### src/rtl/target_scheduler_pkg.sv
// target_scheduler_pkg: shared widths, FSM state encoding and saturating increment
package target_scheduler_pkg;
  localparam int NUM_LEDS_DEF = 18;
  localparam int RNG_W = 18;
  localparam int HITS_W = 8;
  typedef enum logic [2:0] {
    S_IDLE = 3'd0,
    S_REQ  = 3'd1,
    S_PICK = 3'd2,
    S_SHOW = 3'd3,
    S_GAP  = 3'd4
  } state_e;
  function automatic logic [HITS_W-1:0] sat_inc(input logic [HITS_W-1:0] v);
    return &v ? v : v + 1'b1;
  endfunction
endpackage

### src/rtl/target_scheduler_if.sv
// target_scheduler_if: game-side bus of the scheduler
//   enable, random_value, hit_in -> scheduler; change, led_out, hit_pulse, miss_pulse, hits <- scheduler
//   master: scheduler view; slave: environment view
interface target_scheduler_if import target_scheduler_pkg::*; #(
  parameter int NUM_LEDS = NUM_LEDS_DEF
);
  logic                enable;
  logic [RNG_W-1:0]    random_value;
  logic                change;
  logic [NUM_LEDS-1:0] hit_in;
  logic [NUM_LEDS-1:0] led_out;
  logic                hit_pulse;
  logic                miss_pulse;
  logic [HITS_W-1:0]   hits;
  modport master (
    input  enable, random_value, hit_in,
    output change, led_out, hit_pulse, miss_pulse, hits
  );
  modport slave (
    output enable, random_value, hit_in,
    input  change, led_out, hit_pulse, miss_pulse, hits
  );
endinterface

### src/rtl/target_scheduler_down_timer.sv
// target_scheduler_down_timer: loadable down counter with zero flag
//   clk_i, rst_ni (async low) | load_i/value_i load, dec_i decrements (stops at 0) | zero_o count==0
module target_scheduler_down_timer #(
  parameter int W = 8
) (
  input  logic         clk_i,
  input  logic         rst_ni,
  input  logic         load_i,
  input  logic [W-1:0] value_i,
  input  logic         dec_i,
  output logic         zero_o
);
  logic [W-1:0] cnt_q, cnt_d;
  always_comb cnt_d = load_i ? value_i : (dec_i && cnt_q != '0) ? cnt_q - 1'b1 : cnt_q;
  always_ff @(posedge clk_i or negedge rst_ni)
    if (!rst_ni) cnt_q <= '0;
    else cnt_q <= cnt_d;
  assign zero_o = cnt_q == '0;
endmodule

### src/rtl/target_scheduler.sv
// target_scheduler: picks a random LED (never the previous one), lights it, scores hit/miss
//   clk_i, rst_ni (async low) | bus.master: enable/random_value/hit_in in,
//   change/led_out/hit_pulse/miss_pulse/hits out (all registered)
module target_scheduler import target_scheduler_pkg::*; #(
  parameter int NUM_LEDS   = NUM_LEDS_DEF,
  parameter int ON_CYCLES  = 50_000_000,
  parameter int GAP_CYCLES = 10_000_000
) (
  input  logic clk_i,
  input  logic rst_ni,
  target_scheduler_if.master bus
);
  localparam int IW = NUM_LEDS > 1 ? $clog2(NUM_LEDS) : 1;
  localparam int TW = $clog2(ON_CYCLES > GAP_CYCLES ? ON_CYCLES : GAP_CYCLES);
  state_e              state_q, state_d;
  logic [NUM_LEDS-1:0] led_q, led_d;
  logic                change_q, change_d;
  logic                hit_q, hit_d;
  logic                miss_q, miss_d;
  logic [HITS_W-1:0]   hits_q, hits_d;
  logic [IW-1:0]       prev_q, prev_d;
  logic [IW-1:0]       raw_idx, pick_idx;
  logic                t_load, t_dec, t_zero;
  logic [TW-1:0]       t_val;
  // Reduce the random value, then step past the previous index so a target never repeats
  assign raw_idx  = IW'(bus.random_value % RNG_W'(NUM_LEDS));
  assign pick_idx = raw_idx != prev_q ? raw_idx : raw_idx == IW'(NUM_LEDS - 1) ? '0 : raw_idx + 1'b1;
  // PICK loads the lit interval, leaving SHOW loads the dark interval
  assign t_val = state_q == S_PICK ? TW'(ON_CYCLES - 1) : TW'(GAP_CYCLES - 1);
  target_scheduler_down_timer #(.W(TW)) u_timer (
    .clk_i  (clk_i),
    .rst_ni (rst_ni),
    .load_i (t_load),
    .value_i(t_val),
    .dec_i  (t_dec),
    .zero_o (t_zero)
  );
  always_comb begin
    state_d  = state_q;
    led_d    = led_q;
    change_d = 1'b0;
    hit_d    = 1'b0;
    miss_d   = 1'b0;
    hits_d   = hits_q;
    prev_d   = prev_q;
    t_load   = 1'b0;
    t_dec    = 1'b0;
    if (!bus.enable) begin
      state_d = S_IDLE;
      led_d   = '0;
    end else begin
      case (state_q)
        S_IDLE: begin
          state_d  = S_REQ;
          change_d = 1'b1;
        end
        S_REQ: state_d = S_PICK;
        S_PICK: begin
          state_d = S_SHOW;
          led_d   = {{(NUM_LEDS - 1){1'b0}}, 1'b1} << pick_idx;
          prev_d  = pick_idx;
          t_load  = 1'b1;
        end
        S_SHOW: begin
          if (bus.hit_in[prev_q]) begin
            state_d = S_GAP;
            led_d   = '0;
            hit_d   = 1'b1;
            hits_d  = sat_inc(hits_q);
            t_load  = 1'b1;
          end else if (t_zero) begin
            state_d = S_GAP;
            led_d   = '0;
            miss_d  = 1'b1;
            t_load  = 1'b1;
          end else t_dec = 1'b1;
        end
        S_GAP: begin
          if (t_zero) begin
            state_d  = S_REQ;
            change_d = 1'b1;
          end else t_dec = 1'b1;
        end
        default: state_d = S_IDLE;
      endcase
    end
  end
  always_ff @(posedge clk_i or negedge rst_ni)
    if (!rst_ni) begin
      state_q  <= S_IDLE;
      led_q    <= '0;
      change_q <= 1'b0;
      hit_q    <= 1'b0;
      miss_q   <= 1'b0;
      hits_q   <= '0;
      prev_q   <= IW'(NUM_LEDS - 1);
    end else begin
      state_q  <= state_d;
      led_q    <= led_d;
      change_q <= change_d;
      hit_q    <= hit_d;
      miss_q   <= miss_d;
      hits_q   <= hits_d;
      prev_q   <= prev_d;
    end
  assign bus.led_out    = led_q;
  assign bus.change     = change_q;
  assign bus.hit_pulse  = hit_q;
  assign bus.miss_pulse = miss_q;
  assign bus.hits       = hits_q;
endmodule
### src/flat_wrapper.sv
// flat-port wrapper written by rule: the top's interface ports become plain ports
module target_scheduler_flat import target_scheduler_pkg::*;
#(
  parameter int NUM_LEDS   = NUM_LEDS_DEF,
  parameter int ON_CYCLES  = 50_000_000,
  parameter int GAP_CYCLES = 10_000_000
)
  (clk_i, rst_ni, bus_enable, bus_random_value, bus_hit_in, bus_change, bus_led_out, bus_hit_pulse, bus_miss_pulse, bus_hits);
  target_scheduler_if #(.NUM_LEDS(NUM_LEDS)) bus_i ();
  input  logic clk_i;
  input  logic rst_ni;
  input wire logic [$bits(bus_i.enable)-1:0] bus_enable;
  input wire logic [$bits(bus_i.random_value)-1:0] bus_random_value;
  input wire logic [$bits(bus_i.hit_in)-1:0] bus_hit_in;
  output wire logic [$bits(bus_i.change)-1:0] bus_change;
  output wire logic [$bits(bus_i.led_out)-1:0] bus_led_out;
  output wire logic [$bits(bus_i.hit_pulse)-1:0] bus_hit_pulse;
  output wire logic [$bits(bus_i.miss_pulse)-1:0] bus_miss_pulse;
  output wire logic [$bits(bus_i.hits)-1:0] bus_hits;
  assign bus_i.enable = bus_enable;
  assign bus_i.random_value = bus_random_value;
  assign bus_i.hit_in = bus_hit_in;
  assign bus_change = bus_i.change;
  assign bus_led_out = bus_i.led_out;
  assign bus_hit_pulse = bus_i.hit_pulse;
  assign bus_miss_pulse = bus_i.miss_pulse;
  assign bus_hits = bus_i.hits;
  target_scheduler #(.NUM_LEDS(NUM_LEDS), .ON_CYCLES(ON_CYCLES), .GAP_CYCLES(GAP_CYCLES)) u_core (.clk_i(clk_i), .rst_ni(rst_ni), .bus(bus_i));
endmodule
### config.mk
export PLATFORM = sky130hd
export DESIGN_NAME = target_scheduler_flat
export DESIGN_NICKNAME = d
export VERILOG_FILES = /design/src/rtl/target_scheduler_pkg.sv /design/src/rtl/target_scheduler_if.sv /design/src/rtl/target_scheduler_down_timer.sv /design/src/rtl/target_scheduler.sv /design/src/flat_wrapper.sv
export SDC_FILE = /design/constraint.sdc
export NUM_CORES = 1
export LEC_CHECK = 0
export CORE_UTILIZATION = 40
export CTS_BUF_LIST = sky130_fd_sc_hd__clkbuf_2
export CTS_CLUSTER_DIAMETER = 200
export DETAILED_ROUTE_END_ITERATION = 12
export SETUP_SLACK_MARGIN = 0.05
export SLEW_MARGIN = 10
export SYNTH_ARGS = -nofsm -noshare
export SYNTH_HDL_FRONTEND = slang
export SYNTH_SLANG_ARGS = --single-unit
### constraint.sdc
create_clock -name clk_i -period 4.7 [get_ports clk_i]
set_input_delay 1.41 -clock clk_i [delete_from_list [all_inputs] [get_ports clk_i]]
set_output_delay 1.41 -clock clk_i [all_outputs]
set_load 0.005 [all_outputs]
---- Word-level counts from Yosys, hierarchy flattened ----
Index checks and enable logic that the tools add are counted.
cells by class
  shift-type cells ........................ 1
  $lt $le $gt $ge ......................... 1
  multiplexer cells ....................... 32
  eq/ne operators ......................... 9
  $add $sub $neg .......................... 3
  bitwise logic cells ..................... 1
  reduce and logical (&&, ||, !) cells .... 10
  div/mod/pow operators ................... 1
operators by type and width
  cell                                                  number
  two-way mux 26 bit                                    3
  two-way mux 18 bit                                    3
  one-hot mux 18 bit (2 select lines)                   1
  zero test 26 bit                                      1
  nonzero test 26 bit                                   1
  subtractor 26 x 1 -> 26 bit (second input constant)   1
  modulo 18 x 5 -> 18 bit (second input constant)       1
  left shift 1 x 5 -> 18 bit (first input constant)     1
  one-hot mux 3 bit (5 select lines)                    1
  two-way mux 1 bit                                     14
  two-way mux 3 bit                                     4
  two-way mux 5 bit                                     2
  adder 8 x 1 -> 8 bit (second input constant)          1
  AND reduction 8 bit                                   1
  equality test 3 x 2 -> 1 bit (second input constant)  2
  < comparator 5 x 6 -> 1 bit (second input constant)   1
  one-hot mux 1 bit (2 select lines)                    3
  AND reduction 2 bit                                   3
  adder 5 x 1 -> 5 bit (second input constant)          1
  binary-select mux 1 bit (select 5 bit)                1
  equality test 5 bit (second input constant)           1
  != test 5 bit                                         1
  != test 4 x 2 -> 1 bit (second input constant)        1
  AND reduction 4 bit                                   1
  other kinds (8)                                       8
storage, ports and cells
  output and inout port bits .............. 29
  bits of input ports ..................... 39
  register bits after elaboration ......... 63
  logic and storage cells ................. 66

---- Depth between registers and ports, before layout ----
Gate-level depths: netlist of run 1.
  depth in word-level cells ............... 8
  mapped depth ............................ 33
  depth with buffers taken out ............ 28

---- Cells and area by module ----
Synthesis of run 1 repeated with hierarchy kept, for this count alone.
unflattened totals
  cell total of the unflattened synthesis .. 723
  area total of the unflattened synthesis .. 6084.6 um^2
modules (own cells, without submodules)
  module                       area each (um^2)  instances  sequential area each (um^2)  cells an instance
  target_scheduler             4374.2            1          928.4                        546
  target_scheduler_down_timer  1710.4            1          650.6                        177

---- Least setup slack after synthesis of run 1 ----
No wires, ideal clock.
  path type ............................... input port to flip-flop
  start ................................... in bus_random_value[13]
  end ..................................... reg u_core.led_q[4] (netlist: u_core.bus.led_out[4])
  data required time ...................... 4.604 ns
  stages on the path ...................... 31
  buffers on the path ..................... 5
  setup time .............................. 0.096 ns
  path slack .............................. -3.430 ns
  data arrival time ....................... 8.034 ns
  path through ............................ buf_2 -> or4b_1 -> a311oi_2 -> nor2_1 -> o311a_1 -> a311o_1 -> a21oi_2 -> buf_4 -> nor3b_2 -> o21ai_1 -> a2111oi_4 -> a21bo_2 -> and2_4 -> o22a_1 -> and2_1 -> buf_6 -> o21a_4 -> and3_1 -> buf_2 -> a2111oi_1 -> o21ai_1 -> a21boi_0 -> o31ai_1 -> ha_1 -> o21ai_1 -> nand3_1 -> a221oi_2 -> buf_6 -> mux2i_1 -> nand2_1 -> o31ai_1
on the way
  cells in the longest elaborated chain, start to end .. 7
  elaborated cells on any way between the ends .. 9
  those cells by class .................... 1 x add/sub; 1 x div; 2 x eq/ne; 1 x shift; 4 x mux
RTL lines
  element                                                             RTL line                RTL
  from (decl)                                                         flat_wrapper.sv:13      input wire logic [$bits(bus_i.random_value)-1:0] bus_random_value;
  modulo 18 x 5 -> 18 bit *                                           target_scheduler.sv:26  assign raw_idx = IW'(bus.random_value % RNG_W'(NUM_LEDS));
  adder 5 x 1 -> 5 bit / equality test 5 bit (equally long branches)  target_scheduler.sv:27  assign pick_idx = raw_idx != prev_q ? raw_idx : raw_idx == IW'(NUM_LEDS - 1) ? '0 : raw_idx + 1'b1;
  two-way mux 5 bit                                                   target_scheduler.sv:27
  two-way mux 5 bit *                                                 target_scheduler.sv:27
  left shift 1 x 5 -> 18 bit *                                        target_scheduler.sv:60  led_d = {{(NUM_LEDS - 1){1'b0}}, 1'b1} << pick_idx;
  one-hot mux 18 bit (2 select lines) *                               target_scheduler.sv:52  case (state_q)
  two-way mux 18 bit *                                                target_scheduler.sv:48  if (!bus.enable) begin
  to (signal assigned)                                                target_scheduler.sv:99  led_q <= led_d;
  to (decl)                                                           target_scheduler.sv:16  logic [NUM_LEDS-1:0] led_q, led_d;
Every way passes the cells marked *; elsewhere a longest branch is shown, timed or not.
A chain may end at the register's enable or synchronous reset.

---- Worst setup path in the final report of run 1 ----
  start ................................... in bus_random_value[13]
  end ..................................... reg u_core.led_q[8] (netlist: u_core.bus.led_out[8])
Same word-level chain as after synthesis.

==> results of run 1 <==
[cell usage in the layout, fill, tap and decap left out, types with 6 or more instances in the layout]
cell and instances:
inv_1 19, nor4_1 7, nand2_1 55, nand3_1 16, or3_4 6, buf_2 8
o21ai_0 22, o21ai_1 10, or3_1 7, nand2b_1 9, a21oi_1 22, o21a_1 8
nor3_1 18, buf_6 27, o22ai_1 6, o21ai_2 10, nor2_4 6, clkdlybuf4s50_1 44
nand3_2 6, and3_1 6, a31oi_4 8, buf_4 195, a22o_1 6, o211ai_1 11
clkbuf_2 21, dfrtp_1 61, xnor2_1 17, a21oi_4 7, nor2_1 37, xor2_1 11
[per-stage QoR]
step / cells / power (mW) / util (%) / hold WS [ns]
finish: 1116 / 5.50 / 71.1 / 0.493
floorplan: 658 / 2.64 / - / 0.473
global placement: 1026 / 3.77 / 58.2 / 0.469
global route: 1116 / 5.79 / 71.1 / 0.528
detailed placement: 1026 / 3.83 / 58.2 / 0.477
CTS: 1089 / 4.89 / 67.4 / 0.500
[state kept, by name, summed over array words and instances (netlist names)]
signal                 count
u_core.bus.change          1
u_core.bus.hit_pulse       1
u_core.bus.hits            8
u_core.bus.led_out        18
u_core.bus.miss_pulse      1
u_core.prev_q              5
u_core.state_q             3
u_core.u_timer.cnt_q      26
[synthesized netlist by cell type (14+ instances only)]
cell	count
nand3_1	25
nor3_1	22
dfrtp_1	61
xnor2_1	19
nor2_1	46
a31oi_1	14
nand2_1	62
o21ai_0	33
clkbuf_1	17
inv_1	21
a21oi_1	30
[worst max-delay path, delay by kind of cell]
family                 cells  cell delay, ns
AND/OR/NAND/NOR            6            1.17
buffers and inverters     10            1.49
AO/OA/AOI/OAI             16            4.06
multiplexers               1            0.25
[report_power, final]
group / switching (mW) / leakage [nW] / internal [mW]
combinational: 2.15 / 3.00 / 2.28
clock: 0.211 / 0.0601 / 0.0705
sequential: 0.141 / 0.775 / 0.636
[timing repair]
action | CTS | global route
buffers inserted | 42 | 35
cloned | 6 | 0
resized for setup | 169 | 98
setup endpoints to repair | 24 | 25
pin swaps | 28 | 39
[layout make-up]
cell class	count	area, um^2
Clock buffer	9	45.0
Sequential cell	63	1580
Inverter	21	85.1
Multi-Input combinational cell	545	5110
Timing Repair Buffer	295	2440
Fill cell	984	3870
Clock inverter	7	47.5
Tap cell	176	220
[logic make-up (layout without fill, tap and decap cells)]
| family | after synthesis | in the layout | share of synthesized area, % |
|---|---|---|---|
| compound gates | 227 | 228 | 31.2 |
| xor+xnor | 32 | 32 | 5.29 |
| fa+ha+maj | 4 | 4 | 0.901 |
| buf+inv | 51 | 332 | 4.01 |
| flops | 63 | 63 | 28.4 |
| mux | 19 | 19 | 4.66 |
| simple gates | 262 | 262 | 25.5 |
[routing by layer]
metal	vias up	global-route usage [%]	share of wire [%]	routed length (um)
met5	-	0	0	0
met4	0	6.17	1.4	282
met3	26	2.23	3.7	713
met2	166	46.1	51	9880
met1	3206	34.2	44	8660
li1	3099	-	-	-
[final timing paths]
kind | endpoint | cells past startpoint
worst min-delay path | u_core.bus.hits[4]$_DFFE_PN0P_ | 1
min in group asynchronous | u_core.u_timer.cnt_q[6]$_DFFE_PN0P_ | 1
worst max register to register | u_core.u_timer.cnt_q[25]$_DFFE_PN0P_ | 12
max in group asynchronous | u_core.u_timer.cnt_q[1]$_DFFE_PN0P_ | 2
worst min register to register | u_core.bus.hits[4]$_DFFE_PN0P_ | 1
worst max-delay path | u_core.bus.led_out[8]$_DFFE_PN0P_ | 33
==> metrics.yaml, run 1 <==
run_status: "finished with violations"
violations: "setup timing"
netlist_area_um2: 5550
fp.dieH_um: 120
critPathMaxStageDelay_ns: 0.54
final_area_um2: 9530
end_kind: "flop"
cts.path.max_buffers: 2
die_w_um: 120
drtPass1Iterations: 5
cellLeakagePower_nw: 3.84
cp-start-kind: "input port"
tns_ns: -73.19
fin_crit_ns: 7.98
tightestPinTransition_ns: 1.04
syn_nets: 701
min-delay-start: "u_core.bus.hits[4]$_DFFE_PN0P_"
yosysWarnings: 0
synth-seq-cells: 63
antenna-diode-count: 0
drc: 0
grt_pass1_vias: 6332
hold_path_class: "flop to flop"
synth_edf_count: 0
rsz0062_at_grt: "true"
io_pins: 68
antenna_found_initial: 0
h-tree-depth: 3
dieArea_um2: 14400
cts_tree: "done"
finClkSkew_ns: 0.0287
postLayoutSetupSlackWorst_ns: -3.28
fmax_mhz: 125
vdd_drop_max_uv: 423
startpoint: "bus_random_value[13]"
grtUsageTotal_pct: 26.1
yosysTopAreaCellShare_pct: 27.5
io_buffer_count: 67
hpwl_um: 12900
crit_path_max_fanout: 6
cp.required_ns: 5.12
rows: 42
drt_iter0_drc: 423
crit-reg2reg-launch: "u_core.prev_q[0]$_DFFE_PN1P_"
postRouteAntennaNets: 0
fin_crit_sh_pct: 170
placed_area_um2: 7800
area_growth_pct: 71.6
start_util_pct: 41.4
via_per_inst: 5.82
grt_pass1_wl_um: 30600
criticalPathCategory: "input port to flop"
clkTransAtPathRegs_ns: 0.20
grt_max_degree: 34
synth.distinct_cells: 108
setup_viol: 23
synth_area_leaders: "dfrtp_1, nand2_1, nor2_1, xnor2_1, o21ai_0"
avgSynthCellArea_um2: 8.44
gr-total-overflow: 0
synth_area_leader_cell: "dfrtp_1"
numClockSinks: 63
numCtsBuffers: 9
ys_seq_area_share_pct: 28.4
max-slew-margin-rel_pct: 30.2
wirelength_um: 19500
r2r_slack_ns: 0.31
place.gp.congestion: 0.920
wl_per_cell_um: 17.5
cts_root_buffer: "clkbuf_2"
hold_violations: 0
maxCapViolCount: 0
dp_slack_ns: -4.21
ctsHoldBuffers: 0
drive_gt1_share_pct: 49.7
fp.coreArea_um2: 13400
async_flop_share_pct: 100
fin_nets: 978
vias: 6497
pwr_density_cell_nw_per_um2: 577
slew_violations: 0
synth_cells: 658
critical_path.slowest_cell: "or4b_4"
arrival_ns: 8.39
clk_latency_ns: 0.51
synth_ff_type: "dfrtp_1"
(Power assumes the default switching activity.)
==> run 2: changes to the inputs <==
==> constraint.sdc (replaced) <==
create_clock -name clk_i -period 8.2 [get_ports clk_i]
set_input_delay 2.46 -clock clk_i [delete_from_list [all_inputs] [get_ports clk_i]]
set_output_delay 2.46 -clock clk_i [all_outputs]
set_load 0.005 [all_outputs]
==> metrics.yaml, run 2 (synthesis results as in run 1) <==
run_status: "finished with violations"
fin_crit_ns: 8.91
wl_per_cell_um: 16.9  # -3.6%
grt_max_degree: 64  # +88%
placed_area_um2: 7490  # -4.1%
crit_path_max_fanout: 8  # +2
pwr_density_cell_nw_per_um2: 324  # -44%
path_buf_inv: 11  # +1
fin_crit_sh_pct: 109
numClockSinks: 63  # unchanged
vdd_drop_max_uv: 195  # -54%
die_w_um: 120  # unchanged
area_growth_pct: 61.2
ctsHoldBuffers: 0  # unchanged
cp.required_ns: 8.64  # +3.52 ns
p_clk_share_pct: 5.9  # +0.8 points
drt_iter0_drc: 355  # -16%
fin_nets: 922  # -5.7%
grt_pass1_wl_um: 28300  # -7.5%
grt_pass1_vias: 5908  # -6.7%
postLayoutSetupSlackWorst_ns: -0.711  # +2.56 ns
finClkSkew_ns: 0.0209  # -0.00784 ns
drtPass1Iterations: 4  # -1
gr-total-overflow: 0  # unchanged
final_area_um2: 8950  # -6.1%
final_common_cell: "buf_4"
start_util_pct: 41.4  # unchanged
h-tree-depth: 3  # unchanged
layout_common_cells: "buf_4, dfrtp_1, clkdlybuf4s50_1, nand2_1, nor2_1"
hold_violations: 0  # unchanged
antenna-diode-count: 0  # unchanged
clk_latency_ns: 0.51  # about the same
numCtsBuffers: 9  # unchanged
slew_violations: 0  # unchanged
largest_reg_flops: 26  # unchanged
comb_power_share_pct: 79.0  # -1.7 points
regMostFlops: "u_core.u_timer.cnt_q"
tightestPinTransition_ns: 1.07  # +0.0290 ns
placedCellCount: 992  # -3.3%
cellLeakagePower_nw: 3.48  # -9.4%
criticalPathCategory: "input port to flop"
setup_viol: 23  # unchanged
wirelength_um: 17900  # -8.6%
p_sw_share_pct: 46.0  # +0.38 points
max-slew-margin-rel_pct: 28.3  # -1.9 points
hpwl_um: 11900  # -7.3%
fp.dieH_um: 120  # unchanged
cts.path.max_buffers: 2  # unchanged
io_buffer_count: 67  # unchanged
fmax_mhz: 112
arrival_ns: 9.35  # +0.96 ns
dieArea_um2: 14400  # unchanged
rsz0062_at_grt: "true"
rows: 42  # unchanged
crit_top_cell: "buf_4"
p_total_mw: 2.90  # -47%
pwr-share-seq_pct: 15.0  # +0.9 points
drive_gt1_share_pct: 43.4  # -6.3 points
critical_path.top_delay_family: "compound AO/OA/AOI/OAI gates"
fp.coreArea_um2: 13400  # unchanged
cp-start-kind: "input port"
hold_path_class: "flop to flop"
switchingPower_mw: 1.34  # -47%
vias: 6150  # -5.3%
p_int_mw: 1.57  # -48%
critical_path.slowest_cell: "o311ai_4"
cts_root_buffer: "clkbuf_2"
via_per_inst: 5.81  # -0.15%
critPathMaxStageDelay_ns: 0.41  # -0.13 ns
violations: "setup timing"
clkTransAtPathRegs_ns: 0.17  # -0.03 ns
drc: 0  # unchanged
final_cells: 1058  # -5.2%
dp_slack_ns: -1.78  # +2.43 ns
cts_tree: "done"
postRouteAntennaNets: 0  # unchanged
antenna_found_initial: 0  # unchanged
maxCapViolCount: 0  # unchanged
place.gp.congestion: 0.894  # -2.8%
grtUsageTotal_pct: 23.9  # -2.2 points
io_pins: 68  # unchanged
end_kind: "flop"
[run 2: cell types whose count changed in the layout (fill, tap and decap cells not counted), moves of 4 or more]
cell / before / now
clkbuf_2: 21 / 10
dlymetal6s2s_1: 4 / 0
a31oi_4: 8 / 4
clkdlybuf4s50_1: 44 / 60
a21oi_2: 4 / 10
a31oi_2: 3 / 7
buf_2: 8 / 3
buf_4: 195 / 144
[run 2: metal layers]
| layer | routed length, um | global-route usage [%] |
|---|---|---|
| met1 | 7890 | 31.6 |
| met2 | 8980 | 41.1 |
| met3 | 666 | 4.04 |
| met4 | 323 | 4.38 |
| met5 | 0 | 0 |
[run 2: final timing paths]
kind	startpoint	end	slack [ns]	depth (start not counted)
hold reg to reg	u_core.bus.hits[7]$_DFFE_PN0P_	u_core.bus.hits[7]$_DFFE_PN0P_	0.50	1
min in group asynchronous	rst_ni	u_core.u_timer.cnt_q[5]$_DFFE_PN0P_	2.08	2
setup reg to reg	u_core.prev_q[0]$_DFFE_PN1P_	u_core.u_timer.cnt_q[25]$_DFFE_PN0P_	3.42	12
hold / removal	u_core.bus.hits[7]$_DFFE_PN0P_	u_core.bus.hits[7]$_DFFE_PN0P_	0.50	1
max in group asynchronous	rst_ni	u_core.prev_q[2]$_DFFE_PN0P_	5.60	2
setup / recovery	bus_random_value[15]	u_core.bus.led_out[12]$_DFFE_PN0P_	-0.71	34
[run 2: repair_timing]
item / in CTS / in global routing
gates resized for setup: 110 / 104
endpoints found under the setup margin: 23 / 23
setup buffers: 33 / 21
cloned: 1 / 1
endpoints found under the hold margin: 0 / 0
pin swaps: 43 / 36
[run 2: power by group through the flow]
stage | Combinational [mW] | Clock, mW | Sequential (mW)
after detailed placement | 1.71 | 0 | 0.440
after floorplan | 1.10 | 0 | 0.409
after global placement | 1.68 | 0 | 0.437
after CTS | 1.98 | 0.178 | 0.435
final | 2.29 | 0.172 | 0.436
after global routing | 2.45 | 0.192 | 0.444
[run 2: area by class of cell]
class                           instances  area (um^2)
Inverter                               21         81.3
Fill cell                            1056         4450
Sequential cell                        63         1580
Multi-Input combinational cell        545         4880
Clock buffer                            9         45.0
Tap cell                              176          220
Clock inverter                          5         51.3
Timing Repair Buffer                  239         2090
[run 2: through the flow]
stage	setup TNS (ns)	hold slack [ns]	util (%)
3_3_place_gp	-34.92	0.467	55.9
4_1_cts	-11.27	0.506	62.1
3_5_place_dp	-38.69	0.470	55.9
2_1_floorplan	-9.31	0.473	-
5_1_grt	-19.35	0.526	66.8
6_report	-13.71	0.505	66.8
